--- src/rtl/pinaipple_chip_pkg.sv ---
// Shared types and geometry for the PinAIpple chip emulator.
// Pure declarations; no latency or backpressure of its own.
package pinaipple_chip_pkg;

  localparam int NARRAY     = 2;
  localparam int NUM_ARR    = 1 << NARRAY;
  localparam int ROW_W      = 5;
  localparam int COL_W      = 3;
  localparam int NUM_ROWS   = 1 << ROW_W;
  localparam int NUM_COLS   = 1 << COL_W;
  localparam int MAJ_THRESH = 4;
  localparam int CNT_W      = 4;

  typedef enum logic [1:0] {
    INSTR_INFER    = 2'b00,
    INSTR_READ_REG = 2'b01,
    INSTR_READ_MEM = 2'b10,
    INSTR_PROG     = 2'b11
  } instr_e;

  typedef enum logic [1:0] {
    IDLE = 2'b00,
    SCAN = 2'b01,
    DONE = 2'b10
  } infer_state_e;

endpackage

--- src/rtl/pinaipple_chip_array.sv ---
// One 32x8 emulated memristor array: sync write, registered read, combinational scan tap.
// Latency: 1 clk write and read; no backpressure, contents are deliberately never reset.
module pinaipple_chip_array
  import pinaipple_chip_pkg::*;
(
  input  logic             core_clk,
  input  logic             wr_en,
  input  logic [ROW_W-1:0] wr_row,
  input  logic [COL_W-1:0] wr_col,
  input  logic             wr_dat,
  input  logic             rd_en,
  input  logic [ROW_W-1:0] rd_row,
  input  logic [COL_W-1:0] rd_col,
  output logic             rd_dat,
  input  logic [ROW_W-1:0] tap_row,
  input  logic [COL_W-1:0] tap_col,
  output logic             tap_dat
);

  logic [NUM_COLS-1:0] mem [NUM_ROWS];

  // Read samples the pre-write contents when both hit the same cell.
  always_ff @(posedge core_clk) begin
    if (wr_en) mem[wr_row][wr_col] <= wr_dat;
    if (rd_en) rd_dat <= mem[rd_row][rd_col];
  end

  assign tap_dat = mem[tap_row][tap_col];

endmodule

--- src/rtl/pinaipple_chip_emulator.sv ---
// Pad-level responder emulating the memristor arrays: prog, read-mem, read-reg, majority inference.
// Latency: 2 clk pad-to-bit_out on reads, 10 clk scan; no backpressure, pads sampled every clock.
module pinaipple_chip_emulator
  import pinaipple_chip_pkg::*;
(
  input  logic               clk_sys_in,
  input  logic               rst_sys_in,
  input  logic               CBL,
  input  logic               CBLEN,
  input  logic               CSL,
  input  logic               CWL,
  input  logic [1:0]         instructions,
  input  logic [4:0]         addr_col,
  input  logic [4:0]         addr_row,
  output logic [NUM_ARR-1:0] bit_out,
  output logic               busy_o,
  output logic               wr_conflict_o
);

  logic              cbl_s1, csl_s1, cblen_s1, cwl_s1, cwl_s2;
  instr_e            instr_s1;
  logic [NARRAY-1:0] arr_s1;
  logic [COL_W-1:0]  col_s1;
  logic [ROW_W-1:0]  row_s1;

  always_ff @(posedge clk_sys_in or negedge rst_sys_in) begin
    if (!rst_sys_in) begin
      cbl_s1   <= 1'b0;
      csl_s1   <= 1'b0;
      cblen_s1 <= 1'b0;
      cwl_s1   <= 1'b0;
      cwl_s2   <= 1'b0;
      instr_s1 <= INSTR_INFER;
      arr_s1   <= '0;
      col_s1   <= '0;
      row_s1   <= '0;
    end else begin
      cbl_s1   <= CBL;
      csl_s1   <= CSL;
      cblen_s1 <= CBLEN;
      cwl_s1   <= CWL;
      cwl_s2   <= cwl_s1;
      instr_s1 <= instr_e'(instructions);
      arr_s1   <= addr_col[NARRAY-1:0];
      col_s1   <= addr_col[NARRAY +: COL_W];
      row_s1   <= addr_row;
    end
  end

  logic               cwl_rise, prog_strobe, prog_write, scan_start;
  logic [NUM_ARR-1:0] wr_sel, rd_bits, tap_bits;

  assign cwl_rise    = cwl_s1 & ~cwl_s2;
  assign prog_strobe = cwl_rise & cblen_s1 & (instr_s1 == INSTR_PROG);
  assign prog_write  = prog_strobe & (cbl_s1 != csl_s1);
  assign scan_start  = cwl_rise & (instr_s1 == INSTR_INFER);
  assign wr_sel      = NUM_ARR'(1) << arr_s1;

  infer_state_e      state_q, state_d;
  logic [ROW_W-1:0]  row_lat_q;
  logic [COL_W-1:0]  col_cnt_q;
  logic [CNT_W-1:0]  pop_q [NUM_ARR];
  logic [NUM_ARR-1:0] result_q, reg_out_q;
  logic              src_mem_q;

  for (genvar k = 0; k < NUM_ARR; k++) begin : g_arr
    pinaipple_chip_array u_array (
      .core_clk (clk_sys_in),
      .wr_en    (prog_write & wr_sel[k]),
      .wr_row   (row_s1),
      .wr_col   (col_s1),
      .wr_dat   (cbl_s1),
      .rd_en    (instr_s1 == INSTR_READ_MEM),
      .rd_row   (row_s1),
      .rd_col   (col_s1),
      .rd_dat   (rd_bits[k]),
      .tap_row  (row_lat_q),
      .tap_col  (col_cnt_q),
      .tap_dat  (tap_bits[k])
    );
  end

  always_ff @(posedge clk_sys_in or negedge rst_sys_in) begin
    if (!rst_sys_in) state_q <= IDLE;
    else             state_q <= state_d;
  end

  always_comb begin
    state_d = state_q;
    case (state_q)
      IDLE:    if (scan_start) state_d = SCAN;
      SCAN: begin
        if (instr_s1 != INSTR_INFER)                 state_d = IDLE;
        else if (col_cnt_q == COL_W'(NUM_COLS - 1)) state_d = DONE;
      end
      DONE:    state_d = IDLE;
      default: state_d = IDLE;
    endcase
  end

  // Busy spans the accepting cycle through DONE, so it falls exactly as the result lands.
  always_comb begin
    busy_o = 1'b0;
    case (state_q)
      IDLE:       busy_o = scan_start;
      SCAN, DONE: busy_o = 1'b1;
      default:    busy_o = 1'b0;
    endcase
  end

  always_ff @(posedge clk_sys_in or negedge rst_sys_in) begin
    if (!rst_sys_in) begin
      row_lat_q     <= '0;
      col_cnt_q     <= '0;
      result_q      <= '0;
      reg_out_q     <= '0;
      src_mem_q     <= 1'b0;
      wr_conflict_o <= 1'b0;
      for (int k = 0; k < NUM_ARR; k++) pop_q[k] <= '0;
    end else begin
      wr_conflict_o <= prog_strobe & (cbl_s1 == csl_s1);
      case (state_q)
        IDLE: if (scan_start) begin
          row_lat_q <= row_s1;
          col_cnt_q <= '0;
          for (int k = 0; k < NUM_ARR; k++) pop_q[k] <= '0;
        end
        SCAN: begin
          col_cnt_q <= col_cnt_q + COL_W'(1);
          for (int k = 0; k < NUM_ARR; k++) pop_q[k] <= pop_q[k] + CNT_W'(tap_bits[k]);
        end
        DONE: for (int k = 0; k < NUM_ARR; k++) result_q[k] <= (pop_q[k] >= CNT_W'(MAJ_THRESH));
        default: ;
      endcase
      // Source select remembers the last read mode so bit_out holds through prog/inference.
      if (instr_s1 == INSTR_READ_MEM) begin
        src_mem_q <= 1'b1;
      end else if (instr_s1 == INSTR_READ_REG) begin
        src_mem_q <= 1'b0;
        reg_out_q <= result_q;
      end
    end
  end

  assign bit_out = src_mem_q ? rd_bits : reg_out_q;

endmodule

--- config.mk ---
export PLATFORM = sky130hd
export DESIGN_NAME = pinaipple_chip_emulator
export DESIGN_NICKNAME = d
export VERILOG_FILES = /design/src/rtl/pinaipple_chip_pkg.sv /design/src/rtl/pinaipple_chip_array.sv /design/src/rtl/pinaipple_chip_emulator.sv
export SDC_FILE = /design/constraint.sdc
export NUM_CORES = 2
export LEC_CHECK = 0
export CORE_ASPECT_RATIO = 1.25
export CORE_UTILIZATION = 55
export DETAILED_ROUTE_END_ITERATION = 8
export PLACE_DENSITY = 0.71
export SYNTH_ARGS = -nofsm -noshare
export SYNTH_HDL_FRONTEND = slang
export SYNTH_SLANG_ARGS = --single-unit
export TNS_END_PERCENT = 20
--- constraint.sdc ---
create_clock -name clk_sys_in -period 21.1 [get_ports clk_sys_in]
set_input_delay 2.11 -clock clk_sys_in [delete_from_list [all_inputs] [get_ports clk_sys_in]]
set_output_delay 2.11 -clock clk_sys_in [all_outputs]
set_load 0.05 [all_outputs]
# After elaboration in Yosys (flattened, before gate mapping)
# Memories as Yosys holds them, arrays and structs flattened.
# Index checks and enable logic that the tools add are counted.
[op_classes] n_lt_le_gt_ge=7 n_shift=1 mux=38 reduce_logical=11 bitwise_logic=12 n_eq_ne=10 addsub=5
[op_table] op="$mux 8" n=4
[op_table] op="$pmux 16 s2" n=1
[op_table] op="$bmux 1 s3" n=8
[op_table] op="$add 4x1->4" n=4
[op_table] op="$ge 4x3->1 const B" n=4
[op_table] op="$mux 16" n=1
[op_table] op="$mux 1" n=15
[op_table] op="$and 1x1->1" n=10
[op_table] op="$lt 3x4->1 const B" n=2
[op_table] op="$reduce_and 2->1" n=4
[op_table] op="$eq 2x2->1 const B" n=3
[op_table] op="$mux 2" n=3
[op_table] op="$pmux 3 s2" n=1
[op_table] op="$reduce_bool 2->1" n=3
[op_table] op="$eq 2x1->1 const B" n=2
[op_table] op="$logic_not 2->1" n=2
[op_table] op="$mux 4" n=1
[op_table] op="$pmux 2 s2" n=1
[op_table] op="$shl 1x2->4 const A" n=1
[op_table] op="$add 3x1->3 const B" n=1
[op_table] op="$demux 1 s3" n=1
[op_table] op="$eq 3x3->1 const B" n=1
[op_table] op="$ge 3x1->1 const B" n=1
[op_table] op="$mux 3" n=1
[op_table] op="8 further kinds" n=9
[word_totals] ramBits=1024 ff_bits=57 mem_count=4
[mem_list] memory="g_arr[0].u_array.mem" words=32 word_bits=8 read_ports=2 rd_clocked_by_memory_dff=0 write_ports=1 line="pinaipple_chip_array.sv:20" source="logic [NUM_COLS-1:0] mem [NUM_ROWS];"
[mem_list] memory="g_arr[1].u_array.mem" words=32 word_bits=8 read_ports=2 rd_clocked_by_memory_dff=0 write_ports=1 line="pinaipple_chip_array.sv:20"
[mem_list] memory="g_arr[2].u_array.mem" words=32 word_bits=8 read_ports=2 rd_clocked_by_memory_dff=0 write_ports=1 line="pinaipple_chip_array.sv:20"
[mem_list] memory="g_arr[3].u_array.mem" words=32 word_bits=8 read_ports=2 rd_clocked_by_memory_dff=0 write_ports=1 line="pinaipple_chip_array.sv:20"

# Longest topological paths before layout
[logic_depth] ltp_word=8 ltp_mapped=17 mapped_depth_nobuf=12

# By module
# A second synthesis with hierarchy kept.
[unflattened] hier_cells=4137 hier_area_um2=55418.2
[by_module_without_submodules] module="pinaipple_chip_array" area_each_um2=13272.7 instances=4 seq_area_each_um2=7717.4 cells_per_inst=990
[by_module_without_submodules] module="pinaipple_chip_emulator" area_each_um2=2327.2 instances=1 seq_area_each_um2=1326.3 cells_per_inst=177

# Worst setup path after synthesis
# OpenSTA, ideal clock, no wires.
[synth_timing] path_kind="register to register" from="reg cbl_s1" to="mem g_arr[0].u_array.mem[0][0] (netlist name), data pin" required_time_ns=18.491 synth_period_minus_slack_ns=14.448 n_path_buf=0 stages_incl_launch_ff=1 t_arrival_ns=11.839 setup_slack_ns=6.652 path_cell_list="dfrtp_1"
[synth_lines] element="start, declared" line="pinaipple_chip_emulator.sv:20" source="logic cbl_s1, csl_s1, cblen_s1, cwl_s1, cwl_s2;"
[synth_lines] element="start signal, assigned" line="pinaipple_chip_emulator.sv:28" source="cbl_s1 <= 1'b0;"
[synth_lines] element="start signal, assigned" line="pinaipple_chip_emulator.sv:38" source="cbl_s1 <= CBL;"
[synth_lines] element="end, declared" line="pinaipple_chip_array.sv:20"
# Straight into the memory's write port.

# Final worst setup path
[layout_timing] from="reg row_lat_q[0]" to="reg pop_q[2] (netlist name)"
[layout_between] elab_chain_cells=5
[layout_rtl] element="start, declared" line="pinaipple_chip_emulator.sv:60" source="logic [ROW_W-1:0] row_lat_q;"
[layout_rtl] element="start signal, assigned" line="pinaipple_chip_emulator.sv:124" source="row_lat_q <= row_s1;"
[layout_rtl] element="$mem_v2 32x8"
[layout_rtl] element="$bmux 1 s3" line="pinaipple_chip_array.sv:28" source="assign tap_dat = mem[tap_row][tap_col];"
[layout_rtl] element="$mux 1 (implied by the code)" line="pinaipple_chip_array.sv:28"
[layout_rtl] element="$add 4x1->4" line="pinaipple_chip_emulator.sv:130" source="for (int k = 0; k < NUM_ARR; k++) pop_q[k] <= pop_q[k] + CNT_W'(tap_bits[k]);"
[layout_rtl] element="$pmux 16 s2" line="pinaipple_chip_emulator.sv:122" source="case (state_q)"
[layout_rtl] element="end, declared" line="pinaipple_chip_emulator.sv:62" source="logic [CNT_W-1:0] pop_q [NUM_ARR];"
# Every way passes these cells. The select of a mux whose other input is x is not followed.
# A chain may end at the register's enable or synchronous reset.

==> results.sh <==
export IMPL_status="finished clean"
export IMPL_die_w_um=282
export IMPL_clk_pin_slew_ns=0.06
export IMPL_die_y_um=352
export IMPL_cp_start_kind="register"
export IMPL_cts_max_path_buffers=3
export IMPL_synthFlopType="edfxtp_1"
export IMPL_synth_top_family_by_area="multiplexers"
export IMPL_synth_top_area_share_pct=57.4
export IMPL_first_pass_iters=6
export IMPL_netlist_area_um2=53800
export IMPL_layout_commonest_cell="nor2_1"
export IMPL_p_per_area_nw_per_um2=99.3
export IMPL_worstPathBufferInverterCount=4
export IMPL_first_global_vias=35100
export IMPL_coreArea_um2=96500
export IMPL_ys_warn_count=0
export IMPL_final_cells=4986
export IMPL_cellLeakagePower_nw=17.6
export IMPL_max_stage_delay_ns=0.88
export IMPL_utilization_pct=60.6
export IMPL_fmax_mhz=150
export IMPL_grt_max_degree=227
export IMPL_cts_max_level=3
export IMPL_maxCapViolCount=0
export IMPL_fin_skew_ns=0.0377
export IMPL_mostFrequentLayoutCells="nor2_1 (1057), edfxtp_1 (1028), mux4_2 (457)"
export IMPL_setup_violations_final=0
export IMPL_n_fill_cell=7218
export IMPL_synth_xor_area_share_pct=0.147
export IMPL_areaGrowthSynthToFinish_pct=8.72
export IMPL_start_util_pct=55.7
export IMPL_synth_cells=3770
export IMPL_synthTopCellsByArea="edfxtp_1 (57%), mux4_2 (19%), nor2_1 (7.4%)"
export IMPL_crit_path_cell_trace="buf_12 -> buf_4 -> buf_4 -> buf_4 -> mux4_2 -> a22oi_1 -> a21oi_1 -> o21ai_0 -> a21oi_1 -> or3_1 -> ha_1 -> ha_1 -> nand2_1 -> xor2_1 -> nor2_1"
export IMPL_synth_mux_area_share_pct=21.9
export IMPL_synth_edff_count=1028
export IMPL_arrival_ns=7.19
export IMPL_multi_input_area_um2=20100
export IMPL_globalRouteTotalUtil_pct=34.4
export IMPL_worst_path_max_fanout=91
export IMPL_cts_tree="built"
export IMPL_crit_family="buffers and inverters"
export IMPL_dp_hpwl_um=94500
export IMPL_syn_area_per_cell_um2=14.3
export IMPL_cts_setup_buffers=0
export IMPL_synth_cell_types=45
export IMPL_num_io_pins=24
export IMPL_via_per_inst=7.18
export IMPL_worst_setup_path_type="register to register"
export IMPL_postRouteAntennaNets=0
export IMPL_min_period_ns=6.65
export IMPL_drc=0
export IMPL_dp_slack_ns=14.41
export IMPL_grt_overflow=0
export IMPL_synth_simple_area_share_pct=9.41
export IMPL_clk_latency_ns=0.70
export IMPL_finalWorstSetupSlack_ns=14.45
export IMPL_crit_required_ns=21.64
export IMPL_synth_adder_area_share_pct=0.419
export IMPL_worst_pin_slew_ns=1.37
export IMPL_rows=127
export IMPL_cts_root_buf="clkbuf_16"
export IMPL_initialDrtViolationCount=5933
export IMPL_wire_per_inst_um=33.8
export IMPL_synth_seq_cells=1081
export IMPL_cts_sinks=1081
export IMPL_yosys_area_top_type="edfxtp_1"
export IMPL_cts_buffers=105
export IMPL_endpoint_kind="register"
export IMPL_synth_compound_area_share_pct=5.17
export IMPL_max_slew_margin_pct=8.50
export IMPL_ir_drop_v=0.0000795
export IMPL_cts_resized=0
export IMPL_regArea_um2=32200
export IMPL_placed_area_um2=55000
export IMPL_ctsHoldBuffers=0
export IMPL_portBuffers=23
export IMPL_slew_violations=0
export IMPL_cp_slowest_cell="dfrtp_4"
export IMPL_place_gp_congestion=0.921
export IMPL_antenna_found_initial=4
export IMPL_synth_seq_area_share_pct=59.9
export IMPL_tns_ns=0
export IMPL_min_period_over_period_pct=31.5
export IMPL_crit_top_cell="buf_4"
export IMPL_grt_pass1_wl_um=240000
export IMPL_routed_wl_um=168000
export IMPL_hold_viol_final=0
export IMPL_vias=35800
export IMPL_post_place_cells=4794
export IMPL_fin_area_um2=58500
export IMPL_rsz0062_at_grt="no"
export IMPL_min_path_type="register to register"
export IMPL_ys_async_sr_fraction_pct=4.90
export IMPL_nets=3647
export IMPL_die_area_um2=99000
export IMPL_synth_nets=3806
export IMPL_drive_above_1_share_pct=21.8
flip-flops by register name, indices dropped and copies added, names as in the netlist:
signal and flops:
wr_conflict_o 1, reg_out_q 4, cbl_s1 1, g_arr.u_array.rd_dat 4, cwl_s2 1, state_q 2, cblen_s1 1, row_s1 5
row_lat_q 5, csl_s1 1, instr_s1 2, result_q 4, arr_s1 2, g_arr.u_array.mem 1024, col_s1 3, cwl_s1 1
pop_q 16, src_mem_q 1, col_cnt_q 3
per-stage QoR:
step | hold slack [ns] | power (mW)
floorplan | 0.347 | 3.48
global placement | 0.358 | 3.87
detailed placement | 0.383 | 3.89
CTS | 0.394 | 5.78
global route | 0.403 | 5.93
finish | 0.384 | 5.80
cells in the mapped netlist (4+ instances only):
master	instances
nor2_1	1059
edfxtp_1	1028
mux4_2	457
clkbuf_1	281
a22oi_1	184
nand2_1	111
mux2i_1	108
dfrtp_1	53
o221ai_1	52
buf_1	46
nand4_1	41
a21oi_1	39
o22ai_1	38
buf_2	37
mux2_2	35
a211oi_1	21
ha_1	18
nand3_1	18
o21ai_0	17
buf_4	16
a22o_1	14
nor3_1	10
buf_6	9
xor2_1	9
inv_1	8
nor2b_1	8
nor3b_1	6
nand2b_1	5
a31oi_1	4
o21ai_1	4
or2_2	4
where the power goes:
part           internal, mW  switching, mW
sequential             2.36         0.0475
combinational         0.589          0.877
clock                  1.11          0.813
final timing paths:
kind	from	endpoint	slack, ns	cells past startpoint
setup / recovery	row_lat_q[0]$_DFFE_PN0P_	pop_q[2]$_DFFE_PN0P_	14.45	15
hold / removal	cwl_s1$_DFF_PN0_	cwl_s2$_DFF_PN0_	0.38	0
setup reg to reg	row_lat_q[0]$_DFFE_PN0P_	pop_q[2]$_DFFE_PN0P_	14.45	15
hold reg to reg	cwl_s1$_DFF_PN0_	cwl_s2$_DFF_PN0_	0.38	0
max in group asynchronous	rst_sys_in	row_s1[0]$_DFF_PN0_	18.70	2
min in group asynchronous	rst_sys_in	cblen_s1$_DFF_PN0_	1.30	1
cell families after synthesis:
| group | Yosys count |
|---|---|
| buffers and inverters | 398 |
| AND/OR/NAND/NOR | 1279 |
| adder cells (fa/ha/maj) | 18 |
| XOR/XNOR | 9 |
| AO/OA/AOI/OAI | 385 |
| multiplexers | 600 |
| flip-flops | 1081 |
worst reg2reg max path: stages, from the launching register on:
cell and delay [ns]:
dfrtp_4 0.88, buf_12 0.53, buf_4 0.98, buf_4 0.74, buf_4 0.74, mux4_2 0.64
a22oi_1 0.26, a21oi_1 0.11, o21ai_0 0.24, a21oi_1 0.15, or3_1 0.48, ha_1 0.27
ha_1 0.19, nand2_1 0.07, xor2_1 0.17, nor2_1 0.06
area by class of cell:
cell class                      instances  share of cell area, %
Sequential cell                      1081                   55.1
Multi-Input combinational cell       2291                   34.3
Clock buffer                          139                   5.12
Tap cell                             1290                   2.76
Timing Repair Buffer                  123                   1.78
Clock inverter                         52                  0.873
Inverter                                9                 0.0578
Antenna cell                            1                0.00428
metal layers:
layer	vias up	share of wire (%)	global-route usage [%]
met2	2752	47	54.0
met1	18200	33	43.2
met4	6	7.3	21.6
met5	-	0.024	0
met3	656	13	8.33
li1	14200	-	-
(Power assumes the default switching activity.)
